`src/rtl/ctu_tsr_sar_ctl.sv`:
```
// Successive-approximation controller for the on-die temperature sensor:
// drives DAC trial codes, resolves a WIDTH-bit code and raises a hysteretic alarm.
module ctu_tsr_sar_ctl #(
    parameter int WIDTH  = 8,
    parameter int SETTLE = 4,
    parameter int HYST   = 4
) (
    input  logic             jbus_clk,
    input  logic             jbus_rst,
    input  logic             start,
    input  logic             cont_en,
    input  logic             tsr_cmp,
    input  logic [WIDTH-1:0] alarm_thr,
    output logic [WIDTH-1:0] tsr_dac,
    output logic             busy,
    output logic             done,
    output logic [WIDTH-1:0] temp_code,
    output logic             temp_vld,
    output logic             alarm
);

    typedef enum logic [1:0] {
        ST_IDLE,
        ST_SETTLE,
        ST_DECIDE,
        ST_DONE
    } state_t;

    localparam logic [WIDTH-1:0] MSB_TRIAL   = WIDTH'(1) << (WIDTH - 1);
    localparam logic [7:0]       SETTLE_LAST = 8'(SETTLE - 1);
    localparam logic [WIDTH:0]   HYST_W      = (WIDTH + 1)'(HYST);

    state_t           state_q, state_d;
    logic             cmp_meta_q, cmp_s_q;
    logic [7:0]       cnt_q, cnt_d;
    logic [WIDTH-1:0] mask_q, mask_d;
    logic [WIDTH-1:0] dac_q, dac_d;
    logic [WIDTH-1:0] code_q, code_d;
    logic             vld_q, vld_d;
    logic             alarm_q, alarm_d;
    logic [WIDTH-1:0] resolved;
    logic [WIDTH:0]   code_ext, thr_ext;

    always_ff @(posedge jbus_clk) begin
        if (jbus_rst) begin
            state_q    <= ST_IDLE;
            cmp_meta_q <= 1'b0;
            cmp_s_q    <= 1'b0;
            cnt_q      <= '0;
            mask_q     <= '0;
            dac_q      <= '0;
            code_q     <= '0;
            vld_q      <= 1'b0;
            alarm_q    <= 1'b0;
        end else begin
            state_q    <= state_d;
            cmp_meta_q <= tsr_cmp;
            cmp_s_q    <= cmp_meta_q;
            cnt_q      <= cnt_d;
            mask_q     <= mask_d;
            dac_q      <= dac_d;
            code_q     <= code_d;
            vld_q      <= vld_d;
            alarm_q    <= alarm_d;
        end
    end

    // Current trial bit kept when the sensor is at or above the DAC, dropped otherwise.
    assign resolved = cmp_s_q ? dac_q : (dac_q & ~mask_q);
    assign code_ext = {1'b0, resolved};
    assign thr_ext  = {1'b0, alarm_thr};

    always_comb begin
        state_d = state_q;
        cnt_d   = cnt_q;
        mask_d  = mask_q;
        dac_d   = dac_q;
        code_d  = code_q;
        vld_d   = vld_q;
        alarm_d = alarm_q;

        case (state_q)
            ST_IDLE: begin
                dac_d = '0;
                if (start) begin
                    state_d = ST_SETTLE;
                    cnt_d   = '0;
                    mask_d  = MSB_TRIAL;
                    dac_d   = MSB_TRIAL;
                end
            end
            ST_SETTLE: begin
                cnt_d = cnt_q + 8'd1;
                if (cnt_q == SETTLE_LAST) begin
                    state_d = ST_DECIDE;
                    cnt_d   = '0;
                end
            end
            ST_DECIDE: begin
                if (mask_q[0]) begin
                    // Result and alarm are latched on entry to DONE so that they
                    // are already valid during the cycle in which done is high.
                    state_d = ST_DONE;
                    dac_d   = resolved;
                    code_d  = resolved;
                    vld_d   = 1'b1;
                    if (code_ext >= thr_ext) begin
                        alarm_d = 1'b1;
                    end else if ((code_ext + HYST_W) < thr_ext) begin
                        alarm_d = 1'b0;
                    end
                end else begin
                    state_d = ST_SETTLE;
                    mask_d  = mask_q >> 1;
                    dac_d   = resolved | (mask_q >> 1);
                end
            end
            ST_DONE: begin
                if (cont_en) begin
                    state_d = ST_SETTLE;
                    cnt_d   = '0;
                    mask_d  = MSB_TRIAL;
                    dac_d   = MSB_TRIAL;
                end else begin
                    state_d = ST_IDLE;
                    dac_d   = '0;
                end
            end
            default: begin
                state_d = ST_IDLE;
                dac_d   = '0;
            end
        endcase
    end

    assign tsr_dac   = dac_q;
    assign busy      = (state_q != ST_IDLE);
    assign done      = (state_q == ST_DONE);
    assign temp_code = code_q;
    assign temp_vld  = vld_q;
    assign alarm     = alarm_q;

endmodule

```
`config.mk`:
```
export PLATFORM = sky130hd
export DESIGN_NAME = ctu_tsr_sar_ctl
export DESIGN_NICKNAME = d
export VERILOG_FILES = /design/src/rtl/ctu_tsr_sar_ctl.sv
export SDC_FILE = /design/constraint.sdc
export NUM_CORES = 1
export LEC_CHECK = 0
export BUFFER_PORTS_ARGS = -buffer_cell sky130_fd_sc_hd__buf_2
export CAP_MARGIN = 20
export CORE_MARGIN = 2
export CORE_UTILIZATION = 30
export CTS_CLUSTER_DIAMETER = 40
export DETAILED_ROUTE_END_ITERATION = 6
export HOLD_SLACK_MARGIN = 0.05
export PLACE_DENSITY_LB_ADDON = 0.15
export SYNTH_ARGS = -nofsm -noshare
export SYNTH_HDL_FRONTEND = slang
export SYNTH_SLANG_ARGS = --single-unit
```
`constraint.sdc`:
```
create_clock -name jbus_clk -period 2.4 [get_ports jbus_clk]
set_input_delay 0.72 -clock jbus_clk [delete_from_list [all_inputs] [get_ports jbus_clk]]
set_output_delay 0.72 -clock jbus_clk [all_outputs]
set_load 0.05 [all_outputs]
```
# Word-level counts from Yosys, hierarchy flattened
# Cells that the tools add are included.
# classes
magnitude_cmp	2
bitwise	3
eq_ne	8
mux	20
addsub	2
reduce_logical	11
# op_table
op	n
two-way mux 8 bit	10
one-hot mux 8 bit (3 select lines)	3
adder 8 x 3 -> 9 bit, second input constant	1
< comparator 9 x 8 -> 1 bit	1
AND reduction 3 bit	3
adder 8 x 1 -> 8 bit, second input constant	1
AND 8 bit	1
equality test 8 x 2 -> 1 bit, second input constant	1
greater-or-equal comparator 8 bit	1
inequality test 2 bit, second input constant	4
inverter 8 bit	1
OR 8 x 7 -> 8 bit	1
one-hot mux 2 bit (4 select lines)	1
two-way mux 2 bit	3
nonzero test 3 bit	2
equality test 2 bit, second input constant	2
AND reduction 2 bit	2
AND reduction 4 bit	1
nonzero test 2 bit	2
two-way mux 1 bit	3
equality test 2 x 1 -> 1 bit, second input constant	1
zero test 2 bit	1
# totals
wordCells	56
register_bits	38

# Depth between registers and ports, before layout
# Gate-level depths: netlist (run 1).
# logic_depth
ltp_word	7
depth_mapped	9

# Worst setup path after synthesis (run 1)
# Ideal clock, no wire load.
# synth_timing
path_type	register to register
start	register dac_q[2], in the netlist tsr_dac[2]
end	register alarm_q, in the netlist alarm
period_less_slack_ns	2.240
slack_ns	0.160
t_arrival_ns	2.107
path_buffers	0
path_stages_with_launch	9
setup_time_ns	0.133
cell_sequence	dfxtp_1 and2_1 o2111ai_1 xor2_1 ha_1 o21ai_0 nor2_1 o311ai_0 a31oi_1
# synth_via
elab_chain_len	6
# synth_rtl
element	line_no	source
start: declaration	37	logic [WIDTH-1:0] dac_q, dac_d;
start signal: assignment	51	dac_q <= '0;
start signal: assignment	61	dac_q <= dac_d;
AND 8 bit	69	assign resolved = cmp_s_q ? dac_q : (dac_q & ~mask_q);
two-way mux 8 bit *	69	
adder 8 x 3 -> 9 bit	109	end else if ((code_ext + HYST_W) < thr_ext) begin
< comparator 9 x 8 -> 1 bit	109	
nonzero test 2 bit (no line)	-	
AND reduction 3 bit (no line)	-	
end signal: assignment	64	alarm_q <= alarm_d;
end: declaration	40	logic alarm_q, alarm_d;
# Mark *: on every way between the ends. The rest lies on a longest branch, timed or not.
# A chain may end at the register's enable or synchronous reset.

# Worst setup path in the final report (run 1)
# layout_timing
start	register state_q[0]
end	output done
# layout_via
elab_chain_len	1
# layout_rtl
element	line_no	source
start: declaration	33	state_t state_q, state_d;
start signal: assignment	56	state_q <= state_d;
equality test 2 bit	138	assign done = (state_q == ST_DONE);
end: declaration	16	output logic done,
# No other way between the ends.

==> results of run 1 <==
sequential cells by signal (all words and copies together), names as in the netlist:
| register | count |
|---|---|
| state_q | 2 |
| tsr_dac | 8 |
| alarm | 1 |
| temp_vld | 1 |
| cnt_q | 8 |
| mask_q | 8 |
| temp_code | 8 |
| cmp_s_q | 1 |
| cmp_meta_q | 1 |
synth_stat cells (2+ instances only):
library cell | count | share of area (%)
o21ai_0 | 19 | 4.7
buf_2 | 5 | 1.2
ha_1 | 15 | 9.3
nand2_1 | 9 | 1.7
xor2_1 | 5 | 2.2
dfxtp_1 | 38 | 38
nor3_1 | 3 | 0.74
and2_1 | 2 | 0.62
a22oi_1 | 14 | 5.2
clkbuf_1 | 5 | 0.93
or3_1 | 2 | 0.62
a211oi_1 | 5 | 1.9
xnor2_1 | 4 | 1.7
a21oi_1 | 20 | 5.0
nand4_1 | 5 | 1.5
nor2b_1 | 6 | 1.9
o21ai_1 | 3 | 0.74
inv_1 | 27 | 5.0
nor2_1 | 44 | 8.2
nand2b_1 | 3 | 0.93
o31ai_1 | 2 | 0.74
a221o_1 | 2 | 0.99
layer usage:
metal | track usage, % | vias up | share of wire [%]
met5 | 0 | - | 0
met4 | 5.19 | 0 | 1.4
met3 | 3.37 | 4 | 3.7
met2 | 22.3 | 24 | 44
met1 | 19.5 | 816 | 51
li1 | - | 947 | -
logic make-up after synthesis:
kind of cell	Yosys count
compound gates	74
xor+xnor	9
fa+ha+maj	15
buf+inv	37
flops	38
simple gates	80
cells in the final DEF (no fill, tap or decap), drive strengths merged, types with 4 or more instances in the layout:
cell type	synthesis	final
buf	5	39
dfxtp	38	38
clkbuf	5	6
ha	15	15
xor2	5	5
a22oi	14	14
inv	27	27
a211oi	5	5
a21oi	20	20
nand4	5	5
nor2	44	44
nor2b	6	6
nand2	9	9
o21ai	22	22
xnor2	4	4
power by group through the flow:
stage	clock network, mW	registers, mW	logic, mW
6_report	0.463	0.667	0.164
5_1_grt	0.506	0.671	0.186
4_1_cts	0.478	0.666	0.164
3_5_place_dp	0	0.681	0.164
3_3_place_gp	0	0.681	0.163
2_1_floorplan	0	0.677	0.117
how the worst min path moves through the flow:
stage                         endpoint  slack, ns  depth (start not counted)
after floorplan                cmp_s_q       0.41                          1
after global placement    temp_code[0]       0.45                          2
after detailed placement       cmp_s_q       0.43                          1
after CTS                      cmp_s_q       0.45                          1
after global routing           cmp_s_q       0.47                          1
final                          cmp_s_q       0.44                          1
repair_timing:
item                                    4_1_cts  5_1_grt
gates resized for setup                       0        3
hold buffers                                  0        0
buffers inserted                              0        0
endpoints found under the setup margin        0        1
layout make-up:
type                    instances  area share, %
inverters                      27           4.25
multi-input cells             178           46.8
clock buffers                   6           3.46
well taps                      77           4.04
flip-flops and latches         38           32.0
repair buffers                 39           8.92
clock inverters                 2          0.525
worst reg2reg max path, stage by stage (launching register included):
cell     delay [ns]
dfxtp_1        0.38
inv_1          0.07
o21ai_1        0.38
ha_1           0.33
nor2b_1        0.11
a221o_1        0.15
nand4_1        0.10
a221o_1        0.34
a31oi_1        0.13
per-stage QoR:
stage,area (um^2),worst slack (ns),util [%],power [mW],cells
after global placement,2280,0.211,35.6,0.844,359
after detailed placement,2280,0.174,35.6,0.844,359
after CTS,2380,0.165,37.0,1.31,367
after floorplan,2020,0.160,-,0.794,253
final,2380,0.276,37.1,1.29,367
after global routing,2380,0.0785,37.1,1.36,367
==> reports/metrics.cfg, run 1 <==
[run]
maxCapViolCount=0

[detailed_routing]
antenna_left=0
wl_per_cell_um=13.3
remaining_drc_errors=0
dr_total_vias=1791
routed_via_density=4.88
drt_pass1_iterations=4
first_iter_violations=83
routed_wl_um=4900

[cells_and_area]
drive_above_1_share_pct=18.3
area_growth_pct=18.1
seqCellArea_um2=762
nFillCells=704
num_antenna_cells=0
multi_input_area_um2=1120
nNetsFinal=317

[clocking]
cts.sinks=38
cts_buffer_depth=2
clk_latency_ns=0.29
cts_root_buffer=clkbuf_8
h-tree-depth=2
cts_buffers=5
cts_tree=yes
cts.reportedPaths.clkPinSlew_ns=0.08

[yosys]
yosys.area_share.simple_pct=18.5
synth_top_family_by_area=compound AO/OA/AOI/OAI gates
syn_area_per_cell_um2=7.98
seq_area_frac_synth_pct=37.7
ys.flop_type=dfxtp_1
yosysWarnings=0
synth_cell_types=37
synth_fp_nets=281
synth_xor_area_share_pct=3.91
yosys-mux-area-fraction_pct=0
async_reset_ff_share_pct=0
netlist_instances=253
synth-edff-count=0
synth.ff_latch_count=38
netlist_area_um2=2020
synthAdderAreaFrac_pct=9.30
synth-compound-area-share_pct=23.4

[timing]
finalClockSkew_ns=0.00548
hold_viol=0
rsz0062_at_grt=no
setup_violations=0
tightest_slew_ns=0.774
slew_violations=0
fin_crit_ns=2.12
holdWs_ns=0.444
min_period_over_period_pct=88.5
fmax_ghz=0.471
slew-limit-headroom_pct=48.3
tns_ns=0

[setup_path]
setup.worst_path.class=flip-flop to output port
critical-path-max-stage-delay_ns=0.63
slowest_stage=dfxtp_1
ff2ff_setup_slack_ns=0.33
cp-endpoint=done
cp-start-kind=flip-flop
crit_arrival_ns=1.40
crit_fanout=16
required_ns=1.68
cp_num_buf_inv=1
r2r_end=alarm
cp.depth=2
ff2ff_path_depth=8
cp-end-kind=output port
r2r_start=mask_q[2]
startpoint=state_q[0]
path_cells=and2_1 -> buf_2
crit_family=flip-flops

[grt]
grt_pass1_wl_um=8390
grt_pass1_vias=1748
grt_overflow=0
track_usage_pct=14.4
grt_start_max_net_pins=26
antenna_found_initial=0

[placed_design]
dp_hpwl_um=3730
place_congestion=0.742
port_buffers=32

[min_path]
hp-start=cmp_meta_q
holdCritPathClass=flip-flop to flip-flop

[floorplanning]
die_y_um=86.0
start_util_pct=31.4
fp.dieArea_um2=7400
row_count=29
die_w_um=86.0
coreArea_um2=6420
ios=33

[power_and_ir_drop]
p_comb_share_pct=12.7
switching_power_mw=0.361
ir_drop_mv=0.205
internal-power_mw=0.932
swShare_pct=28.0
p_clk_share_pct=35.8
pwr-share-seq_pct=51.6
powerDensity_nw_per_um2=543
p_leak_nw=1.03

[run_status]
status=finished clean

No activity file was read; power rests on OpenSTA's default activity.
==> run 2, diff against run 1 <==
--- a/config.mk
+++ b/config.mk
@@ -13,6 +13,7 @@
 export DETAILED_ROUTE_END_ITERATION = 6
 export HOLD_SLACK_MARGIN = 0.05
 export PLACE_DENSITY_LB_ADDON = 0.15
+export SETUP_SLACK_MARGIN = 0.15
 export SYNTH_ARGS = -nofsm -noshare
 export SYNTH_HDL_FRONTEND = slang
 export SYNTH_SLANG_ARGS = --single-unit
==> constraint.sdc (replaced) <==
create_clock -name jbus_clk -period 2.4 [get_ports jbus_clk]
set_input_delay 0 -clock jbus_clk [delete_from_list [all_inputs] [get_ports jbus_clk]]
set_output_delay 0 -clock jbus_clk [all_outputs]
set_load 0.05 [all_outputs]
==> run 2 against run 1 <==
Via count is 0.17% lower. Maximum frequency rose by 6.3%. Utilization rose by 0.51 points. Clock skew up 0.0040 ns. Flip-flop and latch count is the same. Cell area grew 1.4%. Wire length shrank 0.94%. Count of clock-buffer cells in the layout did not move. Worst hold slack worse by 0.35 ns.
==> reports/metrics.cfg, run 2 (synthesis results as in run 1) <==
[placed_design]
port_buffers=32  ; unchanged
dp_slack_ns=0.170  ; -0.00393 ns
place_congestion=0.807  ; +8.8%
dpl.cell_count=359  ; unchanged
dp_hpwl_um=3610  ; -3.0%
placed_area_um2=2280  ; unchanged

[cells_and_area]
fin_area_um2=2420  ; +1.4%
multi_input_area_um2=1130  ; +0.90%
instances_no_fill=369  ; +0.54%
fin_util_pct=37.6  ; +0.51 points
seqCellArea_um2=764  ; +0.33%
layout_commonest_cell=nor2_1
num_antenna_cells=0  ; unchanged
nFillCells=699  ; -0.71%
drive_above_1_share_pct=18.8  ; +0.56 points
area_growth_pct=19.7
final_cell_mix=44 x nor2_1, 37 x dfxtp_1, 32 x buf_2
nNetsFinal=319  ; +0.63%

[timing]
setup_violations=0  ; unchanged
finalClockSkew_ns=0.00946  ; +0.00398 ns
worst_slack_ns=0.401  ; +0.126 ns
fin_crit_ns=2.00  ; -0.126 ns
tightest_slew_ns=0.598  ; -0.176 ns
slew_violations=0  ; unchanged
fmax_ghz=0.500  ; +6.3%
hold_viol=0  ; unchanged
tns_ns=0  ; unchanged
rsz0062_at_grt=no
holdWs_ns=0.0925  ; -0.351 ns
slew-limit-headroom_pct=60.2  ; +12 points
min_period_over_period_pct=83.3  ; -5.2 points

[grt]
grt_overflow=0  ; unchanged
grt_start_max_net_pins=34  ; +31%
grt_pass1_vias=1690  ; -3.3%
antenna_found_initial=0  ; unchanged
grt_pass1_wl_um=8230  ; -1.9%
track_usage_pct=14.0  ; -0.36 points

[clocking]
cts.sinks=38  ; unchanged
clk_latency_ns=0.29  ; about the same
cts_buffer_depth=2  ; unchanged
h-tree-depth=2  ; unchanged
cts_buffers=5  ; unchanged
cts_root_buffer=clkbuf_8
cts_tree=yes
cts.reportedPaths.clkPinSlew_ns=0.08  ; about the same
post_cts_buffers=0  ; unchanged

[setup_path]
slowest_stage=dfxtp_4
r2r_end=alarm
cp-end-kind=flip-flop
cp-start-kind=flip-flop
path_cells=nand2b_1 -> nand2_1 -> xor2_1 -> ha_1 -> a211oi_1 -> nor2_1 -> o311ai_1 -> a31oi_1
critical-path-max-stage-delay_ns=0.43  ; -0.20 ns
r2r_start=cmp_s_q
crit_arrival_ns=2.15  ; +0.75 ns
setup.worst_path.class=flip-flop to flip-flop
required_ns=2.56  ; +0.88 ns
ff2ff_setup_slack_ns=0.40  ; +0.07 ns
crit_fanout=12  ; -4
ff2ff_path_depth=8  ; unchanged

[power_and_ir_drop]
powerDensity_nw_per_um2=537  ; -1.1%
p_leak_nw=1.04  ; +0.95%
ir_drop_mv=0.401  ; +96%
power.total_mw=1.30  ; +0.26%

[detailed_routing]
routed_wl_um=4850  ; -0.94%
first_iter_violations=109  ; +31%
drt_pass1_iterations=4  ; unchanged
antenna_left=0  ; unchanged
dr_total_vias=1788  ; -0.17%
remaining_drc_errors=0  ; unchanged
routed_via_density=4.85  ; -0.71%
wl_per_cell_um=13.1  ; -1.5%

[run_status]
status=finished clean

[min_path]
holdCritPathClass=primary input to flip-flop
hp-start=start
min_path_cells=3  ; +2
holdPathEnd=cnt_q[0]

[run]
maxCapViolCount=0  ; unchanged

[floorplanning]
ios=33  ; unchanged
die_y_um=86.0  ; unchanged
die_w_um=86.0  ; unchanged
row_count=29  ; unchanged
coreArea_um2=6420  ; unchanged
start_util_pct=31.4  ; unchanged
fp.dieArea_um2=7400  ; unchanged

## run 2: cell count changes in the layout (fill, tap and decap cells not counted)
cell and change:
dfxtp_2 -1, dfxtp_4 +1, dlygate4sd3_1 +2, o2111ai_1 -1, o2111ai_2 +1, o21ai_1 -1
o21ai_2 +1
## run 2: timing repair
action | in CTS | in global routing
setup endpoints to repair | 1 | 1
pin swaps | 0 | 0
hold buffers | 2 | 0
hold endpoints to repair | 2 | 0
resized for setup | 1 | 5
## run 2: critical path, delay by kind of cell (launching register included)
| family | cells | cell delay, ns |
|---|---|---|
| AO/OA/AOI/OAI | 3 | 0.60 |
| XOR/XNOR | 1 | 0.19 |
| adder cells (fa/ha/maj) | 1 | 0.29 |
| flip-flops | 1 | 0.43 |
| AND/OR/NAND/NOR | 3 | 0.35 |
## run 2: final cells by class
| class | count | share of cell area, % |
|---|---|---|
| multi-input cells | 178 | 46.6 |
| flip-flops and latches | 38 | 31.6 |
| repair buffers | 41 | 9.63 |
| inverters | 27 | 4.19 |
| well taps | 77 | 3.99 |
| clock buffers | 6 | 3.42 |
| clock inverters | 2 | 0.518 |
## run 2: per-layer routing
layer | GRT usage [%] | vias up | part of all wire [%]
met5 | 0 | - | 0
met1 | 19.4 | 808 | 52
met3 | 3.18 | 6 | 3.4
li1 | - | 947 | -
met2 | 21.6 | 27 | 43
met4 | 4.76 | 0 | 1.3
## run 2: worst max-delay path by stage
stage	endpoint	depth (start not counted)	startpoint
after detailed placement	alarm	8	cmp_s_q
after floorplan	alarm	8	tsr_dac[2]
after global placement	alarm	8	cmp_s_q
final	alarm	8	cmp_s_q
after CTS	alarm	9	mask_q[5]
after global routing	alarm	9	mask_q[1]
## run 2: power by group
part	switching (mW)	total (mW)	leakage [nW]	internal, mW
registers	0.0238	0.667	0.308	0.643
logic	0.103	0.163	0.685	0.0592
clock network	0.236	0.467	0.0472	0.231
==> run 3, diff against run 2 <==
--- a/config.mk
+++ b/config.mk
@@ -5,6 +5,7 @@
 export SDC_FILE = /design/constraint.sdc
 export NUM_CORES = 1
 export LEC_CHECK = 0
+export ABC_AREA = 1
 export BUFFER_PORTS_ARGS = -buffer_cell sky130_fd_sc_hd__buf_2
 export CAP_MARGIN = 20
 export CORE_MARGIN = 2
==> constraint.sdc (replaced) <==
create_clock -name jbus_clk -period 1.6 [get_ports jbus_clk]
set_input_delay 0 -clock jbus_clk [delete_from_list [all_inputs] [get_ports jbus_clk]]
set_output_delay 0 -clock jbus_clk [all_outputs]
set_load 0.05 [all_outputs]
==> run 3 against run 2 <==
The run now ends with negative setup slack left. Worst hold slack better by 0.14 ns. Utilization increased by 5.3 points. Synthesized cell count grew 14%. Critical path depth grew 6. Register-to-register slack got worse by 0.67 ns. First-iteration DRC count decreased by 42%. Power up 71%. Combinational power grew 150%. Flip-flop and latch count unchanged. Critical endpoint unchanged. Highest routed layer unchanged.
==> reports/metrics.cfg, run 3 <==
[setup_path]
ff2ff_path_depth=14  ; +6
ff2ff_setup_slack_ns=-0.27  ; -0.67 ns
cp-start-kind=flip-flop
r2r_start=cmp_s_q
path_cells=o21ai_4 -> buf_6 -> xor2_1 -> ha_1 -> nand2_2 -> nor2_1 -> a21boi_1 -> nand2_1 -> nand2_1 -> nand2_1 -> nand2_1 -> nand2_1 -> nand2_1 -> a21oi_2
crit_arrival_ns=2.05  ; -0.10 ns
path_common_cell=nand2_1
critical-path-max-stage-delay_ns=0.40  ; -0.03 ns
cp-end-kind=flip-flop
required_ns=1.78  ; -0.78 ns
r2r_end=alarm
crit_fanout=8  ; -4
slowest_stage=dfxtp_4
setup.worst_path.class=flip-flop to flip-flop

[power_and_ir_drop]
ir_drop_mv=0.552  ; +37%
p_leak_nw=1.46  ; +40%
power.total_mw=2.22  ; +71%
powerDensity_nw_per_um2=774  ; +44%

[detailed_routing]
routed_via_density=4.48  ; -7.6%
wl_met2_um=2390  ; +14%
topRoutingLayerUsed=met4
first_iter_violations=63  ; -42%
wl_met3_um=175  ; +6.1%
routed_wl_um=5110  ; +5.3%
remaining_drc_errors=0  ; unchanged
drt_pass1_iterations=4  ; unchanged
antenna_left=0  ; unchanged
wl_per_cell_um=11.4  ; -13%
dr_total_vias=1997  ; +12%
m1WireLength_um=2440  ; -3.3%

[floorplanning]
row_count=30  ; +3.4%
die_w_um=86.6  ; +0.70%
start_util_pct=30.7  ; -0.77 points
fp.dieArea_um2=7500  ; +1.4%
die_y_um=86.6  ; +0.70%
ios=33  ; unchanged
coreArea_um2=6680  ; +4.0%

[yosys]
seq_area_frac_synth_pct=37.1  ; -0.55 points
yosysWarnings=0  ; unchanged
synth_top_cell_area_share_pct=37.1  ; -0.55 points
synth_common_cells=60 x nand2_1, 46 x inv_1, 38 x dfxtp_1, 38 x nor2_1, 36 x a21oi_1
syn_area_per_cell_um2=7.11  ; -11%
synth_fp_nets=316  ; +12%
ys.flop_type=dfxtp_1
synth.ff_latch_count=38  ; unchanged
synth_area_leaders=dfxtp_1 37%, nand2_1 11%, ha_1 9.2%
netlist_area_um2=2050  ; +1.5%
netlist_instances=288  ; +14%
synth-edff-count=0  ; unchanged
async_reset_ff_share_pct=0  ; unchanged
synth_largest_area_cell=dfxtp_1
yosysMostFrequentCell=nand2_1
synth_cell_types=29  ; -22%

[timing]
finalClockSkew_ns=0.0109  ; +0.00144 ns
setup_violations=1  ; +1
fmax_ghz=0.535  ; +7.0%
worst_slack_ns=-0.268  ; -0.670 ns
slew-limit-headroom_pct=75.8  ; +16 points
tightest_slew_ns=0.362  ; -0.236 ns
hold_viol=0  ; unchanged
rsz0062_at_grt=yes
fin_crit_ns=1.87  ; -0.130 ns
slew_violations=0  ; unchanged
min_period_over_period_pct=117  ; +33 points

[cells_and_area]
fin_util_pct=42.9  ; +5.3 points
nNetsFinal=393  ; +23%
num_antenna_cells=0  ; unchanged
nFillCells=730  ; +4.4%
seqCellArea_um2=787  ; +2.9%
final_cell_mix=56 x nand2_1, 41 x inv_1, 39 x buf_4
multi_input_area_um2=1180  ; +4.8%
area_growth_pct=40.1
layout_commonest_cell=nand2_1
drive_above_1_share_pct=34.7  ; +16 points

[clocking]
cts_buffer_depth=2  ; unchanged
h-tree-depth=2  ; unchanged
cts_buffers=5  ; unchanged
cts.sinks=38  ; unchanged
clk_latency_ns=0.29  ; about the same
cts_tree=yes
cts.reportedPaths.clkPinSlew_ns=0.09  ; about the same
cts_root_buffer=clkbuf_8

[min_path]
holdPathEnd=tsr_dac[7]
min_path_cells=4  ; +1
hp-start=start
holdCritPathClass=primary input to flip-flop

[grt]
grt_overflow=0  ; unchanged
grt_pass1_wl_um=8410  ; +2.2%
antenna_found_initial=0  ; unchanged
grt_pass1_vias=1843  ; +9.1%
grt_start_max_net_pins=29  ; -15%
track_usage_pct=14.3  ; +0.22 points

[placed_design]
dp_slack_ns=-0.358  ; -0.528 ns
port_buffers=32  ; unchanged
dp_hpwl_um=3920  ; +8.6%
place_congestion=0.816  ; +1.1%

[run_status]
status=finished with violations
violations=negative setup slack

[run]
maxCapViolCount=0  ; unchanged

[run 3: how the worst max path moves through the flow]
stage / from / end / slack [ns] / depth (start not counted)
floorplan: tsr_dac[2] / alarm / -0.23 / 16
global placement: cmp_s_q / alarm / -0.28 / 16
detailed placement: cmp_s_q / alarm / -0.36 / 16
CTS: cmp_s_q / alarm / -0.23 / 16
global route: cmp_s_q / alarm / -0.42 / 14
finish: cmp_s_q / alarm / -0.27 / 14
[run 3: cells by family after synthesis]
kind of cell | after synthesis | share of synthesized area [%]
simple gates | 116 | 25.0
compound gates | 62 | 17.3
buf+inv | 55 | 10.4
flops | 38 | 37.1
fa+ha+maj | 15 | 9.16
xor+xnor | 2 | 0.855
[run 3: layout make-up]
type	instances	share of cell area (%)
clock inverters	3	1.53
flip-flops and latches	38	27.4
well taps	80	3.49
multi-input cells	195	41.1
clock buffers	5	2.40
inverters	50	6.76
repair buffers	75	17.3
[run 3: repair_timing]
action,CTS,global route
pin swaps,8,16
buffers inserted,4,4
cloned,0,0
endpoints found under the setup margin,1,27
endpoints found under the hold margin,4,0
gates resized for setup,12,21
hold buffers,2,0
[run 3: worst max-delay path: cells and delay by family (launching register included)]
| kind | cells | cell delay (ns) |
|---|---|---|
| AO/OA/AOI/OAI | 3 | 0.40 |
| XOR/XNOR | 1 | 0.13 |
| adder cells (fa/ha/maj) | 1 | 0.25 |
| buffers and inverters | 1 | 0.13 |
| flip-flops | 1 | 0.40 |
| AND/OR/NAND/NOR | 8 | 0.43 |
[run 3: metrics by stage]
step | hold slack (ns) | setup TNS, ns | cell area, um^2 | cells
global route | 0.274 | -0.418 | 2870 | 446
CTS | 0.204 | -0.231 | 2780 | 442
detailed placement | 0.211 | -0.358 | 2570 | 428
finish | 0.235 | -0.268 | 2870 | 446
floorplan | 0.107 | -0.226 | 2090 | 288
global placement | 0.210 | -0.280 | 2570 | 428
[run 3: power by group]
| group | internal (mW) | total, mW | switching [mW] |
|---|---|---|---|
| Combinational | 0.150 | 0.403 | 0.253 |
| Sequential | 0.967 | 0.996 | 0.0287 |
| Clock | 0.465 | 0.821 | 0.356 |
| Total | 1.58 | 2.22 | 0.638 |
[run 3: layer usage]
| layer | vias to the layer above | global-route usage (%) |
|---|---|---|
| met5 | - | 0 |
| met4 | 0 | 5.54 |
| met3 | 7 | 3.33 |
| met2 | 28 | 23.1 |
| met1 | 892 | 18.4 |
| li1 | 1070 | - |
